### config.mk
export PLATFORM = sky130hd
export DESIGN_NAME = pixel_write_arbiter
export DESIGN_NICKNAME = d
export VERILOG_FILES = /design/src/rtl/pixel_write_arbiter.sv
export SDC_FILE = /design/constraint.sdc
export NUM_CORES = 1
export LEC_CHECK = 0
export ABC_AREA = 1
export CAP_MARGIN = 10
export CELL_PAD_IN_SITES_DETAIL_PLACEMENT = 1
export CELL_PAD_IN_SITES_GLOBAL_PLACEMENT = 1
export CORE_ASPECT_RATIO = 0.7
export CORE_MARGIN = 2
export CORE_UTILIZATION = 29
export DETAILED_ROUTE_END_ITERATION = 6
export PLACE_DENSITY = 0.92
export SLEW_MARGIN = 20
export SYNTH_ARGS = -nofsm -noshare
export SYNTH_HDL_FRONTEND = slang
export SYNTH_SLANG_ARGS = --single-unit
### constraint.sdc
create_clock -name i_clk -period 2.9 [get_ports i_clk]
set_clock_uncertainty 0.1 [all_clocks]
set_input_delay 0.29 -clock i_clk [delete_from_list [all_inputs] [get_ports i_clk]]
set_output_delay 0.29 -clock i_clk [all_outputs]
set_load 0.1 [all_outputs]
### src/rtl/pixel_write_arbiter.sv
// Round-robin arbiter that shares the VGA pixel write port between sprite drawers using locked bursts.
// Optional macro PIXEL_ARB_PRIO0_EN gives requester 0 fixed top priority whenever the arbiter is idle.
module pixel_write_arbiter #(
    parameter int NUM_REQ   = 4,
    parameter int MAX_BURST = 16,
    parameter int IDW       = $clog2(NUM_REQ)
) (
    input  logic                 i_clk,
    input  logic                 i_reset,
    input  logic [NUM_REQ-1:0]   i_req,
    input  logic [NUM_REQ-1:0]   i_last,
    input  logic [8*NUM_REQ-1:0] i_x_in,
    input  logic [7*NUM_REQ-1:0] i_y_in,
    input  logic [3*NUM_REQ-1:0] i_color_in,
    output logic [NUM_REQ-1:0]   o_gnt,
    output logic [7:0]           o_x_out,
    output logic [6:0]           o_y_out,
    output logic [2:0]           o_color_out,
    output logic                 o_writeEn,
    output logic                 o_busy,
    output logic [IDW-1:0]       o_owner
);

    typedef enum logic {S_IDLE, S_LOCK} state_t;

    state_t         r_state;
    state_t         w_nextState;
    logic [IDW-1:0] r_owner;
    logic [IDW-1:0] r_ptr;
    logic [IDW-1:0] w_pick;
    logic [7:0]     r_count;
    logic [7:0]     r_x;
    logic [6:0]     r_y;
    logic [2:0]     r_color;
    logic           r_writeEn;
    logic           w_found;
    logic           w_xfer;
    logic           w_release;

    function automatic logic [IDW-1:0] wrapIdx(input logic [IDW-1:0] base, input int step);
        wrapIdx = IDW'((int'(base) + step) % NUM_REQ);
    endfunction

    // Search starts just after the last owner, so the most recently served requester is checked last.
    always_comb begin
        w_found = 1'b0;
        w_pick  = '0;
        for (int k = 1; k <= NUM_REQ; k++) begin
            if (!w_found && i_req[wrapIdx(r_ptr, k)]) begin
                w_found = 1'b1;
                w_pick  = wrapIdx(r_ptr, k);
            end
        end
`ifdef PIXEL_ARB_PRIO0_EN
        if (i_req[0]) begin
            w_found = 1'b1;
            w_pick  = '0;
        end
`endif
    end

    always_comb begin
        w_nextState = r_state;
        o_gnt       = '0;
        w_xfer      = 1'b0;
        w_release   = 1'b0;
        case (r_state)
            S_IDLE: begin
                if (w_found) w_nextState = S_LOCK;
            end
            S_LOCK: begin
                o_gnt[r_owner] = 1'b1;
                w_xfer         = i_req[r_owner];
                // Dropped req abandons the burst; otherwise last pixel or burst cap ends it.
                w_release      = !i_req[r_owner] || i_last[r_owner] ||
                                 (r_count == 8'(MAX_BURST - 1));
                if (w_release) w_nextState = S_IDLE;
            end
            default: w_nextState = S_IDLE;
        endcase
    end

    always_ff @(posedge i_clk) begin
        if (i_reset) r_state <= S_IDLE;
        else         r_state <= w_nextState;
    end

    always_ff @(posedge i_clk) begin
        if (i_reset) begin
            r_owner   <= '0;
            r_ptr     <= IDW'(NUM_REQ - 1);
            r_count   <= '0;
            r_x       <= '0;
            r_y       <= '0;
            r_color   <= '0;
            r_writeEn <= 1'b0;
        end else begin
            r_writeEn <= w_xfer;
            if (w_xfer) begin
                r_x     <= i_x_in[8*r_owner +: 8];
                r_y     <= i_y_in[7*r_owner +: 7];
                r_color <= i_color_in[3*r_owner +: 3];
                r_count <= r_count + 8'd1;
            end
            if (r_state == S_IDLE && w_found) begin
                r_owner <= w_pick;
                r_count <= '0;
            end
`ifdef PIXEL_ARB_PRIO0_EN
            // The player never advances the pointer, so the others keep their rotation order.
            if (w_release && r_owner != '0) r_ptr <= r_owner;
`else
            if (w_release) r_ptr <= r_owner;
`endif
        end
    end

    assign o_x_out     = r_x;
    assign o_y_out     = r_y;
    assign o_color_out = r_color;
    assign o_writeEn   = r_writeEn;
    assign o_busy      = (r_state == S_LOCK);
    assign o_owner     = r_owner;

endmodule

==> flow_metrics.env <==
export IMPL_drive_gt1_frac=0.164
export IMPL_placed_area_um2=3420
export IMPL_cts_tree="yes"
export IMPL_grt_max_degree=45
export IMPL_finalSetupViolCount=0
export IMPL_syn_area_um2=2280
export IMPL_r2r_slack_ns=0.47
export IMPL_ys_warn_count=0
export IMPL_wl_met1_um=3710
export IMPL_die_h_um=78.2
export IMPL_period_minus_slack_ns=2.43
export IMPL_holdPathStages=2
export IMPL_syn_area_per_cell_um2=6.33
export IMPL_required_ns=3.01
export IMPL_h_tree_depth=2
export IMPL_drt_wirelength_per_cell_um=15.7
export IMPL_grt_overflow_total=0
export IMPL_top_layer_used="met4"
export IMPL_fp_dieArea_um2=8600
export IMPL_cts_hold_buffers=0
export IMPL_final_common_cell="nand2_1"
export IMPL_finalPower_mw=3.19
export IMPL_dpl_hpwl_um=6740
export IMPL_clk_pin_slew_worst_paths_ns=0.06
export IMPL_placedCellCount=550
export IMPL_n_antenna_cell=0
export IMPL_clock_latency_ns=0.29
export IMPL_critPathCaptureType="flop"
export IMPL_reg2reg_from="o_owner[1]"
export IMPL_place_congestion=0.838
export IMPL_n_fill_cell=1013
export IMPL_drcViolationCount=0
export IMPL_min_delay_start="r_count[1]"
export IMPL_cts_buffer_depth=2
export IMPL_portBuffers=107
export IMPL_max_slew_margin_rel=0.570
export IMPL_hold_viol=0
export IMPL_cts_buffers=5
export IMPL_firstDrtPassIters=4
export IMPL_nets=539
export IMPL_fmax_mhz=412
export IMPL_final_cell_mix="124 x nand2_1, 81 x clkdlybuf4s50_1, 67 x a21oi_1"
export IMPL_hold_path_class="reg2reg"
export IMPL_final_cell_area_um2=3510
export IMPL_rsz0062_at_grt="no"
export IMPL_slew_viol_final=0
export IMPL_wl_met2_um=4260
export IMPL_worstReg2RegEnd="r_count[0]"
export IMPL_critPathMaxFanout=27
export IMPL_start_util=0.295
export IMPL_hold_slack_ns=0.404
export IMPL_postCtsResizedCells=0
export IMPL_area_growth_pct=54.1
export IMPL_ios=108
export IMPL_wl_met3_um=651
export IMPL_fin_crit_sh=0.838
export IMPL_hold_path_end="r_count[1]"
export IMPL_viasPerCell=5.07
export IMPL_antenna_left=0
export IMPL_ir_drop_uv=379
export IMPL_syn_nets=443
export IMPL_cap_violations=0
export IMPL_grt_pass1_wl_um=14100
export IMPL_stdcell_count=558
export IMPL_seq_area_frac_synth=0.281
export IMPL_yosysUniqueCellTypes=25
export IMPL_cts_setup_buffers=0
export IMPL_grt_usage=0.208
export IMPL_dr_total_vias=2831
export IMPL_drt_wl_total_um=8780
export IMPL_syn_inst=360
export IMPL_tightest_slew_ns=0.644
export IMPL_die_width_um=110
export IMPL_cp_start_kind="flop"
export IMPL_drtIter0Drc=63
export IMPL_cts_sinks=32
export IMPL_status="completed"
export IMPL_antenna_found_initial=0
export IMPL_ys_seq_elements=32
export IMPL_power_density_nw_per_um2=908
export IMPL_cts_root_buf="clkbuf_8"
export IMPL_p_leak_nw=1.44
export IMPL_coreArea_um2=7740
export IMPL_r2r_cells=6
export IMPL_crit_arrival_ns=2.54
export IMPL_grt_pass1_vias=3038
export IMPL_crit_type="reg2reg"
export IMPL_final_core_util=0.454
export IMPL_num_rows=27
[how the worst max path moves through the flow]
stage	from	endpoint	slack, ns	cells after the start
floorplan	o_owner[1]	o_gnt[2]	-0.11	3
global placement	o_owner[1]	r_count[0]	0.74	6
detailed placement	o_owner[1]	r_count[0]	0.51	6
CTS	o_owner[1]	r_count[0]	0.49	6
global route	o_owner[1]	r_count[0]	0.27	6
finish	o_owner[1]	r_count[0]	0.47	6
[worst max-delay path, stage by stage (launching register included)]
cell and delay (ns):
dfxtp_1 0.73, inv_2 0.38, nand3_1 0.23, o2111ai_4 0.24, nand2_4 0.37, nand2_1 0.10, a21oi_1 0.18
[final cells by class]
type                    count  area, um2  area share
multi-input cells         290       1490       0.424
repair buffers            113       1110       0.317
flip-flops and latches     32        641       0.182
well taps                 101        126      0.0360
clock buffers               8       90.1      0.0256
inverters                  14       52.6      0.0150
[synth_stat cells, drive strengths merged]
library cell,count,area [um2]
o21a,1,7.51
xor2,5,43.8
nor3,41,315
dfxtp,32,641
ha,1,12.5
o21ai,4,20.0
o2111ai,1,26.3
a21oi,67,335
xnor2,1,8.76
clkbuf,12,45.0
o21bai,1,7.51
nor2,12,47.6
nand2,129,502
nand3,25,130
buf,12,72.6
nand4,2,12.5
inv,14,52.6
[logic make-up (layout without fill, tap and decap cells)]
logic type	Yosys count	in the layout	synth area share
AO/OA/AOI/OAI	74	74	0.174
XOR/XNOR	6	6	0.0231
adder cells (fa/ha/maj)	1	1	0.00549
buffers and inverters	38	135	0.0746
flip-flops	32	32	0.281
AND/OR/NAND/NOR	209	209	0.442
[metal layers]
metal / vias to the layer above / track usage
met5: - / 0
met4: 0 / 0.0570
met3: 19 / 0.0723
met1: 1344 / 0.238
met2: 82 / 0.365
li1: 1386 / -
[registers in the layout (all words and copies together) (netlist names)]
name / cells
o_y_out: 7
o_owner: 2
r_count: 8
o_color_out: 3
o_x_out: 8
o_busy: 1
o_writeEn: 1
r_ptr: 2
[per-stage QoR]
step	setup slack, ns	setup TNS, ns
global placement	0.739	0
global route	0.273	0
detailed placement	0.510	0
finish	0.471	0
CTS	0.487	0
floorplan	-0.115	-0.115
[where the power goes]
part | internal, mW | total, mW | switching, mW
Combinational | 0.595 | 2.19 | 1.60
Clock | 0.193 | 0.357 | 0.163
Sequential | 0.544 | 0.642 | 0.0980
(Power assumes the default switching activity.)
